[src/rtl/rx_byte_packer_pkg.sv]
// Shared types, word-layout constants and word builders for the receive byte packer.
package rx_byte_packer_pkg;

  typedef enum logic [1:0] {
    ST_IDLE,
    ST_PAYLOAD,
    ST_DROP,
    ST_HDR_PEND
  } state_e;

  localparam int LEN_MSB      = 63;
  localparam int RATE_LSB     = 40;
  localparam int TRL_FCS_OK   = 0;
  localparam int TRL_OVF      = 1;
  localparam int TRL_ABORT    = 2;
  localparam int FIFO_RESERVE = 2;

  typedef struct packed {
    logic        last;
    logic [63:0] data;
  } fifo_word_t;

  function automatic logic [63:0] make_header(input logic [15:0] len,
                                              input logic [7:0]  rate,
                                              input logic [31:0] seq);
    logic [63:0] w;
    w                  = '0;
    w[LEN_MSB -: 16]   = len;
    w[RATE_LSB +: 8]   = rate;
    w[31:0]            = seq;
    return w;
  endfunction

  function automatic logic [63:0] make_trailer(input logic [15:0] cnt,
                                               input logic        abort,
                                               input logic        ovf,
                                               input logic        ok);
    logic [63:0] w;
    w                = '0;
    w[LEN_MSB -: 16] = cnt;
    w[TRL_ABORT]     = abort;
    w[TRL_OVF]       = ovf;
    w[TRL_FCS_OK]    = ok;
    return w;
  endfunction

endpackage

[src/rtl/rx_byte_packer_if.sv]
// Output word stream toward the DMA/host side: valid/ready with a trailer marker.
interface rx_byte_packer_if;
  logic [63:0] m_data;
  logic        m_valid;
  logic        m_last;
  logic        m_ready;

  modport master (output m_data, m_valid, m_last, input m_ready);
  modport slave  (input m_data, m_valid, m_last, output m_ready);
endinterface

[src/rtl/rx_word_fifo.sv]
// Synchronous first-word-fall-through FIFO; reading while empty or writing while
// full without a simultaneous read is ignored.
module rx_word_fifo #(
  parameter int DEPTH_LOG2 = 4,
  parameter int WIDTH      = 65
) (
  input  logic                  clock,
  input  logic                  reset,
  input  logic                  wr_en,
  input  logic [WIDTH-1:0]      wr_data,
  input  logic                  rd_en,
  output logic [WIDTH-1:0]      rd_data,
  output logic                  rd_valid,
  output logic [DEPTH_LOG2:0]   occupancy
);

  localparam int DEPTH = 1 << DEPTH_LOG2;
  localparam logic [DEPTH_LOG2:0] FULL_CNT = (DEPTH_LOG2 + 1)'(DEPTH);

  logic [WIDTH-1:0]      mem_q [DEPTH];
  logic [DEPTH_LOG2-1:0] wr_ptr_q, wr_ptr_d, rd_ptr_q, rd_ptr_d;
  logic [DEPTH_LOG2:0]   count_q, count_d;
  logic                  do_wr, do_rd;

  // NOTE: every variable gets a default at the top of always_comb so no path
  // leaves it unassigned, which would otherwise infer a latch.
  always_comb begin
    do_rd    = rd_en && (count_q != '0);
    do_wr    = wr_en && ((count_q != FULL_CNT) || do_rd);
    wr_ptr_d = do_wr ? wr_ptr_q + 1'b1 : wr_ptr_q;
    rd_ptr_d = do_rd ? rd_ptr_q + 1'b1 : rd_ptr_q;
    count_d  = count_q;
    case ({do_wr, do_rd})
      2'b10:   count_d = count_q + 1'b1;
      2'b01:   count_d = count_q - 1'b1;
      default: count_d = count_q;
    endcase
  end

  // NOTE: sequential state is updated with non-blocking assignments so every
  // flop samples its inputs from before the edge, independent of block order.
  always_ff @(posedge clock) begin
    if (reset) begin
      wr_ptr_q <= '0;
      rd_ptr_q <= '0;
      count_q  <= '0;
    end else begin
      wr_ptr_q <= wr_ptr_d;
      rd_ptr_q <= rd_ptr_d;
      count_q  <= count_d;
    end
  end

  // NOTE: storage is deliberately not reset; the pointers and count define
  // which entries are meaningful, and leaving it out keeps it a plain RAM.
  always_ff @(posedge clock) begin
    if (do_wr) mem_q[wr_ptr_q] <= wr_data;
  end

  assign rd_valid  = (count_q != '0);
  assign rd_data   = rd_valid ? mem_q[rd_ptr_q] : '0;
  assign occupancy = count_q;

endmodule

[src/rtl/rx_byte_packer.sv]
// Packs decoded payload bytes into header/payload/trailer 64-bit words and buffers
// them toward the DMA stream; the byte stream is never stalled, overflow is counted.
module rx_byte_packer
  import rx_byte_packer_pkg::*;
#(
  parameter int FIFO_DEPTH_LOG2 = 4
) (
  input  logic             clock,
  input  logic             reset,
  input  logic             pkt_header_valid_strobe,
  input  logic             pkt_header_valid,
  input  logic [7:0]       pkt_rate,
  input  logic [15:0]      pkt_len,
  input  logic             byte_out_strobe,
  input  logic [7:0]       byte_out,
  input  logic             fcs_out_strobe,
  input  logic             fcs_ok,
  rx_byte_packer_if.master m_if,
  output logic [15:0]      overflow_count
);

  localparam logic [FIFO_DEPTH_LOG2:0] MAX_OCC =
    (FIFO_DEPTH_LOG2 + 1)'((1 << FIFO_DEPTH_LOG2) - FIFO_RESERVE);

  state_e      state_q, state_d;
  logic [31:0] seq_q, seq_d, hdr_seq_q, hdr_seq_d;
  logic [15:0] hdr_len_q, hdr_len_d, byte_cnt_q, byte_cnt_d, ovf_cnt_q, ovf_cnt_d;
  logic [7:0]  hdr_rate_q, hdr_rate_d;
  logic [2:0]  lane_q, lane_d;
  logic [63:0] pack_q, pack_d, dw_data_q, dw_data_d;
  logic        dw_req_q, dw_req_d, trl_arm_q, trl_arm_d, trl_req_q, trl_req_d;
  logic        trl_abort_q, trl_abort_d, trl_fcs_q, trl_fcs_d, ovf_q, ovf_d;

  logic                     start, take_start, room_ok, bump_ovf, fifo_wr;
  logic [63:0]              word;
  fifo_word_t               fifo_wdata, fifo_rdata;
  logic                     fifo_rvalid;
  logic [FIFO_DEPTH_LOG2:0] fifo_occ;

  assign start   = pkt_header_valid_strobe && pkt_header_valid;
  assign room_ok = (fifo_occ <= MAX_OCC);

  always_comb begin
    state_d     = state_q;
    seq_d       = seq_q;
    hdr_seq_d   = hdr_seq_q;
    hdr_len_d   = hdr_len_q;
    hdr_rate_d  = hdr_rate_q;
    byte_cnt_d  = byte_cnt_q;
    lane_d      = lane_q;
    pack_d      = pack_q;
    dw_req_d    = 1'b0;
    dw_data_d   = dw_data_q;
    trl_arm_d   = 1'b0;
    trl_req_d   = trl_arm_q;
    trl_abort_d = trl_abort_q;
    trl_fcs_d   = trl_fcs_q;
    ovf_d       = ovf_q;
    take_start  = 1'b0;
    bump_ovf    = 1'b0;
    fifo_wr     = 1'b0;
    fifo_wdata  = '0;
    word        = pack_q;

    // Single FIFO write port: a payload/flush word, or the trailer one cycle later.
    if (dw_req_q) begin
      if (room_ok) begin
        fifo_wr    = 1'b1;
        fifo_wdata = '{last: 1'b0, data: dw_data_q};
      end else begin
        ovf_d    = 1'b1;
        bump_ovf = !ovf_q;
      end
    end else if (trl_req_q) begin
      fifo_wr    = 1'b1;
      fifo_wdata = '{last: 1'b1,
                     data: make_trailer(byte_cnt_q, trl_abort_q, ovf_q, trl_fcs_q)};
    end

    case (state_q)
      ST_IDLE, ST_DROP: begin
        if (start) take_start = 1'b1;
        else if (fcs_out_strobe) state_d = ST_IDLE;
      end

      ST_HDR_PEND: begin
        if (start) begin
          take_start = 1'b1;
        end else if (!dw_req_q && !trl_req_q && !trl_arm_q) begin
          ovf_d      = 1'b0;
          byte_cnt_d = '0;
          lane_d     = '0;
          pack_d     = '0;
          if (room_ok) begin
            fifo_wr    = 1'b1;
            fifo_wdata = '{last: 1'b0, data: make_header(hdr_len_q, hdr_rate_q, hdr_seq_q)};
            state_d    = ST_PAYLOAD;
          end else begin
            bump_ovf = 1'b1;
            state_d  = ST_DROP;
          end
        end
      end

      ST_PAYLOAD: begin
        if (byte_out_strobe) begin
          word[{lane_q, 3'b000} +: 8] = byte_out;
          byte_cnt_d = (byte_cnt_q == '1) ? byte_cnt_q : byte_cnt_q + 1'b1;
          lane_d     = lane_q + 1'b1;
          if (lane_q == 3'd7) begin
            dw_req_d  = 1'b1;
            dw_data_d = word;
            pack_d    = '0;
          end else begin
            pack_d = word;
          end
        end
        // End of packet, or a new start that aborts it: flush, then trailer.
        if (fcs_out_strobe || start) begin
          if (lane_d != 3'd0) begin
            dw_req_d  = 1'b1;
            dw_data_d = pack_d;
          end
          pack_d      = '0;
          lane_d      = '0;
          trl_arm_d   = 1'b1;
          trl_abort_d = start;
          trl_fcs_d   = start ? 1'b0 : fcs_ok;
          if (start) take_start = 1'b1;
          else       state_d    = ST_IDLE;
        end
      end

      default: state_d = ST_IDLE;
    endcase

    if (take_start) begin
      hdr_len_d  = pkt_len;
      hdr_rate_d = pkt_rate;
      hdr_seq_d  = seq_q;
      seq_d      = seq_q + 1'b1;
      state_d    = ST_HDR_PEND;
    end

    ovf_cnt_d = (bump_ovf && (ovf_cnt_q != '1)) ? ovf_cnt_q + 1'b1 : ovf_cnt_q;
  end

  always_ff @(posedge clock) begin
    if (reset) begin
      state_q     <= ST_IDLE;
      seq_q       <= '0;
      hdr_seq_q   <= '0;
      hdr_len_q   <= '0;
      hdr_rate_q  <= '0;
      byte_cnt_q  <= '0;
      ovf_cnt_q   <= '0;
      lane_q      <= '0;
      pack_q      <= '0;
      dw_data_q   <= '0;
      dw_req_q    <= 1'b0;
      trl_arm_q   <= 1'b0;
      trl_req_q   <= 1'b0;
      trl_abort_q <= 1'b0;
      trl_fcs_q   <= 1'b0;
      ovf_q       <= 1'b0;
    end else begin
      state_q     <= state_d;
      seq_q       <= seq_d;
      hdr_seq_q   <= hdr_seq_d;
      hdr_len_q   <= hdr_len_d;
      hdr_rate_q  <= hdr_rate_d;
      byte_cnt_q  <= byte_cnt_d;
      ovf_cnt_q   <= ovf_cnt_d;
      lane_q      <= lane_d;
      pack_q      <= pack_d;
      dw_data_q   <= dw_data_d;
      dw_req_q    <= dw_req_d;
      trl_arm_q   <= trl_arm_d;
      trl_req_q   <= trl_req_d;
      trl_abort_q <= trl_abort_d;
      trl_fcs_q   <= trl_fcs_d;
      ovf_q       <= ovf_d;
    end
  end

  rx_word_fifo #(
    .DEPTH_LOG2 (FIFO_DEPTH_LOG2),
    .WIDTH      (65)
  ) u_fifo (
    .clock     (clock),
    .reset     (reset),
    .wr_en     (fifo_wr),
    .wr_data   (fifo_wdata),
    .rd_en     (m_if.m_ready),
    .rd_data   (fifo_rdata),
    .rd_valid  (fifo_rvalid),
    .occupancy (fifo_occ)
  );

  assign m_if.m_valid   = fifo_rvalid;
  assign m_if.m_data    = fifo_rdata.data;
  assign m_if.m_last    = fifo_rdata.last;
  assign overflow_count = ovf_cnt_q;

endmodule

[src/flat_wrapper.sv]
// flat-port wrapper written by rule: the top's interface ports become plain ports
module rx_byte_packer_flat import rx_byte_packer_pkg::*;
#(
  parameter int FIFO_DEPTH_LOG2 = 4
)
  (clock, reset, pkt_header_valid_strobe, pkt_header_valid, pkt_rate, pkt_len, byte_out_strobe, byte_out, fcs_out_strobe, fcs_ok, overflow_count, m_if_m_data, m_if_m_valid, m_if_m_last, m_if_m_ready);
  rx_byte_packer_if m_if_i ();
  input  logic clock;
  input  logic reset;
  input  logic pkt_header_valid_strobe;
  input  logic pkt_header_valid;
  input  logic [7:0] pkt_rate;
  input  logic [15:0] pkt_len;
  input  logic byte_out_strobe;
  input  logic [7:0] byte_out;
  input  logic fcs_out_strobe;
  input  logic fcs_ok;
  output logic [15:0] overflow_count;
  output wire logic [$bits(m_if_i.m_data)-1:0] m_if_m_data;
  output wire logic [$bits(m_if_i.m_valid)-1:0] m_if_m_valid;
  output wire logic [$bits(m_if_i.m_last)-1:0] m_if_m_last;
  input wire logic [$bits(m_if_i.m_ready)-1:0] m_if_m_ready;
  assign m_if_m_data = m_if_i.m_data;
  assign m_if_m_valid = m_if_i.m_valid;
  assign m_if_m_last = m_if_i.m_last;
  assign m_if_i.m_ready = m_if_m_ready;
  rx_byte_packer #(.FIFO_DEPTH_LOG2(FIFO_DEPTH_LOG2)) u_core (.clock(clock), .reset(reset), .pkt_header_valid_strobe(pkt_header_valid_strobe), .pkt_header_valid(pkt_header_valid), .pkt_rate(pkt_rate), .pkt_len(pkt_len), .byte_out_strobe(byte_out_strobe), .byte_out(byte_out), .fcs_out_strobe(fcs_out_strobe), .fcs_ok(fcs_ok), .m_if(m_if_i), .overflow_count(overflow_count));
endmodule
[config.mk]
export PLATFORM = sky130hd
export DESIGN_NAME = rx_byte_packer_flat
export DESIGN_NICKNAME = d
export VERILOG_FILES = /design/src/rtl/rx_byte_packer_pkg.sv /design/src/rtl/rx_byte_packer_if.sv /design/src/rtl/rx_word_fifo.sv /design/src/rtl/rx_byte_packer.sv /design/src/flat_wrapper.sv
export SDC_FILE = /design/constraint.sdc
export NUM_CORES = 1
export LEC_CHECK = 0
export CAP_MARGIN = 20
export CORE_UTILIZATION = 56
export DETAILED_ROUTE_END_ITERATION = 6
export HOLD_SLACK_MARGIN = 0.06
export PLACE_DENSITY = 0.77
export SETUP_SLACK_MARGIN = 0.02
export SLEW_MARGIN = 30
export SYNTH_ARGS = -nofsm -noshare
export SYNTH_HDL_FRONTEND = slang
export SYNTH_HIERARCHICAL = 1
export SYNTH_SLANG_ARGS = --single-unit
[constraint.sdc]
create_clock -name clock -period 11.4 [get_ports clock]
set_clock_uncertainty 0.1 [all_clocks]
set_input_delay 3.42 -clock clock [delete_from_list [all_inputs] [get_ports clock]]
set_output_delay 3.42 -clock clock [all_outputs]
set_load 0.05 [all_outputs]
# After elaboration in Yosys (flattened, before gate mapping)
# Memory sizes are Yosys's and may differ from the RTL's. A register that Yosys moved wholly into a read port is not among the register bits.
# Index checks and enable logic that the tools add are counted.
# totals
out_inout_bits,82
ram_bits,1040
mem_count,1
elab_cells,147
regBits,272
input_bits,40
# op_classes
reduce_logical,24
eq_ne,19
shift,2
order_cmp,1
n_bitwise,1
add_sub_neg,9
muxes,71
# mem_list
memory,words,width,read_ports,rd_ports_with_merged_regs,write_ports,line,text
u_core.u_fifo.mem_q,16,65,1,1,1,rx_word_fifo.sv:20,logic [WIDTH-1:0] mem_q [DEPTH];
# ops
operator,n
$mux W64,10
$mux W65,7
$pmux W64 S2,1
$bwmux W64,1
$mux W16,4
$shift A8 B8 Y64 const A,1
$shiftx A8 B8 Y64,1
$add A16 B1 Y16 const B,2
$add A32 B1 Y32 const B,1
$pmux W16 S2,1
$mux W1,28
$eq A16 B16 Y1 const B,1
$mux W2,8
$ne A16 B16 Y1 const B,1
$mux W3,5
$pmux W5 S2,1
$ne A3 B3 Y1 const B,3
$add A4 B1 Y4 const B,2
$mux W4,2
$neg A6 Y8,1
$eq A2 B2 Y1 const B,3
$logic_and A1 B1 Y1,6
$ne A2 B2 Y1 const B,3
$ne A3 B1 Y1 const B,2
other kinds (25),32

# Longest topological paths before layout
# depth
depth_word,10
mapped_depth,14
depth_no_buf,12

# Hierarchy
# The synthesis kept the hierarchy.
# by_module_without_submodules
module,n_inst,cells_each,area_per_inst_um2
rx_word_fifo,1,1724,40470.1
rx_byte_packer,1,1436,12259.3

# Worst setup path before layout
# OpenSTA, ideal clock, no wires.
# synth_path
path_type,input -> register
start,input pkt_header_valid_strobe
end,memory u_core.u_fifo.mem_q[0][0] (enable)
stages,8
slack_ps,-225
t_arrival_ps,10877
required_ps,10652
path_cell_list,and2_1 clkbuf_1 nor2_1 clkbuf_1 or3_1 clkbuf_1 o21ai_2 nor4_1
# synth_via
elab_chain_cells,6
# synth_lines
element,line,text
start: declaration,flat_wrapper.sv:10,input logic pkt_header_valid_strobe;
$logic_and A1 B1 Y1,rx_byte_packer.sv:40,assign start = pkt_header_valid_strobe && pkt_header_valid;
$mux W1,rx_byte_packer.sv:87,if (start) begin
$mux W1,rx_byte_packer.sv:80,case (state_q)
net u_core.fifo_wr,rx_byte_packer.sv:34,"logic start, take_start, room_ok, bump_ovf, fifo_wr;"
$logic_and A1 B1 Y1,rx_word_fifo.sv:29,do_wr = wr_en && ((count_q != FULL_CNT) || do_rd);
$mux W1,rx_word_fifo.sv:57,if (do_wr) mem_q[wr_ptr_q] <= wr_data;
$mux W1 (not written as such),rx_word_fifo.sv:57,
end: declaration,rx_word_fifo.sv:20,
# The timed path passes the listed nets, and every way through them passes these cells.

==> flow_summary.toml <==
[outcome]
status = "finished, violations left"
failed_checks = "design-rule violations"

[synth]
synth_common_cells = "1040 x sky130_fd_sc_hd__edfxtp_1, 276 x sky130_fd_sc_hd__dfxtp_1, 260 x sky130_fd_sc_hd__mux4_2"
synth_compound_gate_area_share_pct = 7.54
yosys.cell_types.count = 85
post_synth_fa_ha_maj_area_fraction_pct = 0.489
synth_most_common_cell = "sky130_fd_sc_hd__edfxtp_1"
synth.mux.area_fraction_pct = 12.8
synth_seq_area_share_pct = 69.7
yosysWarningCount = 6
ys_top_cells_by_area = "sky130_fd_sc_hd__edfxtp_1 59%, sky130_fd_sc_hd__mux4_2 11%, sky130_fd_sc_hd__dfxtp_1 10%"
cell_type_contributing_the_most_total_cell_area_after_synthesis = "sky130_fd_sc_hd__edfxtp_1"
syn-num-nets = 3220
dominantRegCellSynth = "sky130_fd_sc_hd__edfxtp_1"
synth_top_family_by_area = "multiplexers"
postSynthAreaPerCell_um2 = 16.7
yosys.area_share.xor_xnor_pct = 0.963
post_synth_simple_gate_area_pct = 6.49
ys_ff_latch = 1316
synth_enable_flop_cells = 1040
syn_inst = 3160
yosys.area.top_type_share_pct = 59.2
post_synth_instance_area_um2 = 52700
ffs_w_async_s_r_synth_pct = 0

[grt]
pin_count_of_the_biggest_net_entering_global_routing = 118
grt-ovfl-total = 0
grt_util_all_layers_pct = 28.9
antenna_violations_before_repair = 4
grt_pass1_vias = 31384
global_route_wire_length_before_repair_mm = 201

[die]
start_util_pct = 56.5
core_region_area_um2 = 93300
die_area_um2 = 95400
ios = 122
die_h_um = 309
placement_rows = 112
die_width_um = 309

[route]
antenna_left = 0
remaining_drcs = 4
vias = 31108
mean_routed_wirelength_per_cell_um = 29.3
drtIter0Drc = 4031
number_of_optimization_iterations_in_the_first_detailed_route_pass = 7
postRouteWirelength_mm = 135
route.detailed.vias_per_inst = 6.73

[sta]
unrepaired_setup_endpoints_after_global_routing = "no"
timing.final.hold_violations = 0
timing.fmax_ghz = 0.120
setup_viol = 0
timing.max_slew.rel_slack_pct = 32.6
post-route-min-period_ns = 8.33
tightestPinTransition_ns = 1.00
number_of_pins_with_negative_max_slew_slack_in_the_final_report = 0
period_share_pct = 73.1

[finish]
n_fill_cell = 6340
finish.utilization_pct = 63.7
finish.instance_area_um2 = 59400
multi_input_comb_area_um2 = 15100
sequential_cell_area_um2 = 36800
final_cells = 4621
finish.net_count = 3328
antenna_cells_inserted = 0
syn_to_final_growth_pct = 12.7
final_layout_size_suffix_gt1_share_pct = 19.0

[cts]
post_cts_hold_fix_bufs = 0
clock_pin_slew_reported_for_the_worst_setup_and_hold_paths_after_clock_tree_synthesis_ns = 0.06
clock_sink_count = 1316
post_cts_resize_count = 0
cts_made_buffers = 131
clk_root_buffer_cell = "sky130_fd_sc_hd__clkbuf_16"
cts_tree = "done"
cts-htree-levels = 4
clk-insertion-delay-late_ns = 0.74
cts.path.max_buffers = 3
post-cts-setup-buffers = 0

[critical_path]
largest_stage_delay_on_the_critical_path_ns = 0.97
timing.critical_path.slowest_stage_cell = "sky130_fd_sc_hd__clkdlybuf4s50_1"
setup.worst_path.end_class = "output pin"
r2r_setup_slack_ns = 6.27
critPathTopFamily = "buffers and inverters"
timing.critical_path.mode_cell = "sky130_fd_sc_hd__a211oi_1"
critical_path_fanouts_max = 117
critical_path.startpoint_type = "register"
worstPathCellList = "buf_12 > mux4_2 > nor2b_1 > a211oi_1 > a211oi_1 > clkdlybuf4s50_1"
buffering_stage_count_on_the_worst_path_with_inverters_included = 2
timing_worst_setup_path_type = "register to output pin"
critical_path_required_ns = 7.88
worst_path_arrival_time_ns = 4.81

[flow_run]
max_cap_viol_count = 0

[placed_design]
numPortBuffers = 121
placedCellCount = 4385
detailedPlacementHpwl_mm = 76.1
place_congestion = 0.898
placed_cell_area_um2 = 55200

[worst_hold_path]
worst_hold_path_type = "register to register"

[pwr]
vdd_ir_drop_max_mv = 0.166
p_total_mw = 12.1
pwr_density_cell_nw_per_um2 = 204
power.static_leakage_nw = 18.6
-- cells in the final DEF, fill, tap and decap left out, types with 27 or more instances in the layout --
master                               n
sky130_fd_sc_hd__edfxtp_1         1040
sky130_fd_sc_hd__dfxtp_1           273
sky130_fd_sc_hd__mux4_2            260
sky130_fd_sc_hd__nor2_1            196
sky130_fd_sc_hd__nand2_1           155
sky130_fd_sc_hd__clkbuf_16         134
sky130_fd_sc_hd__clkdlybuf4s50_1   120
sky130_fd_sc_hd__a21oi_1           101
sky130_fd_sc_hd__a22o_1             72
sky130_fd_sc_hd__a221oi_1           72
sky130_fd_sc_hd__nor2b_1            64
sky130_fd_sc_hd__mux2_2             54
sky130_fd_sc_hd__a221o_1            52
sky130_fd_sc_hd__nor3_1             49
sky130_fd_sc_hd__a211oi_1           49
sky130_fd_sc_hd__buf_4              46
sky130_fd_sc_hd__inv_1              40
sky130_fd_sc_hd__nand3_1            31
sky130_fd_sc_hd__xnor2_1            31
sky130_fd_sc_hd__clkbuf_1           29
sky130_fd_sc_hd__mux2i_1            27
sky130_fd_sc_hd__xor2_1             27
-- worst paths after layout --
check / startpoint / depth (start not counted) / end
hold / removal: u_core/hdr_seq_q[28]$_SDFFE_PP0P_ / 2 / u_core/hdr_seq_q[28]$_SDFFE_PP0P_
hold reg to reg: u_core/hdr_seq_q[28]$_SDFFE_PP0P_ / 2 / u_core/hdr_seq_q[28]$_SDFFE_PP0P_
setup reg to reg: u_core/u_fifo/occupancy[4]$_SDFFE_PP0P_ / 9 / u_core/u_fifo/mem_q[12][20]$_DFFE_PP_
setup / recovery: register / 6 / m_if_m_data[25]
-- registers in the layout, indices dropped and copies added, names as in the netlist, 2 cells and up, named ones only --
| signal | cells |
|---|---|
| u_core/byte_cnt_q | 16 |
| u_core/dw_data_q | 64 |
| u_core/hdr_len_q | 16 |
| u_core/hdr_rate_q | 8 |
| u_core/hdr_seq_q | 32 |
| u_core/lane_q | 3 |
| u_core/overflow_count | 16 |
| u_core/pack_q | 64 |
| u_core/seq_q | 32 |
| u_core/state_q | 2 |
| u_core/u_fifo/mem_q | 1040 |
| u_core/u_fifo/occupancy | 5 |
| u_core/u_fifo/rd_ptr_q | 4 |
| u_core/u_fifo/wr_ptr_q | 4 |
-- through the flow --
step                      hold slack, ns  setup TNS, ns  worst slack, ns
after floorplan                    0.331         -58.37           -0.225
after global placement             0.341              0             3.51
after detailed placement           0.348              0             3.42
after CTS                          0.357              0             3.11
after global routing               0.377              0             3.01
final                              0.356              0             3.07
-- per-layer routing --
layer / share of wire (%) / GRT usage [%] / up-vias
li1: - / - / 12952
met1: 38 / 38.0 / 15859
met2: 49 / 47.9 / 1964
met3: 9.9 / 5.75 / 325
met4: 3.5 / 10.5 / 8
met5: 0.036 / 0 / -
-- cell families after synthesis --
kind of cell,Yosys count
DFF,1316
muxes,341
adders and majority gates,20
buffers and inverters,246
AOI/OAI and AO/OA,497
and+or+nand+nor,682
xor gates and xnor gates,58
-- power by group --
part | internal (mW) | leakage (nW) | switching, mW | total, mW
Combinational | 0.979 | 4.79 | 1.75 | 2.73
Clock | 2.39 | 2.02 | 1.79 | 4.18
Sequential | 5.15 | 11.8 | 0.0943 | 5.25
Total | 8.52 | 18.6 | 3.63 | 12.1
-- layout make-up --
type	instances	area share (%)
Sequential cell	1316	61.9
Multi-Input combinational cell	1598	25.4
Clock buffer	166	5.89
Timing Repair Buffer	180	2.92
Tap cell	1254	2.64
Clock inverter	66	1.06
Inverter	41	0.259
-- worst min-delay path, delay by kind of cell (launching register included) --
kind	cells	cell delay, ns
compound gates	1	0.05
flops	1	0.31
simple gates	1	0.05
(Power assumes the default switching activity.)
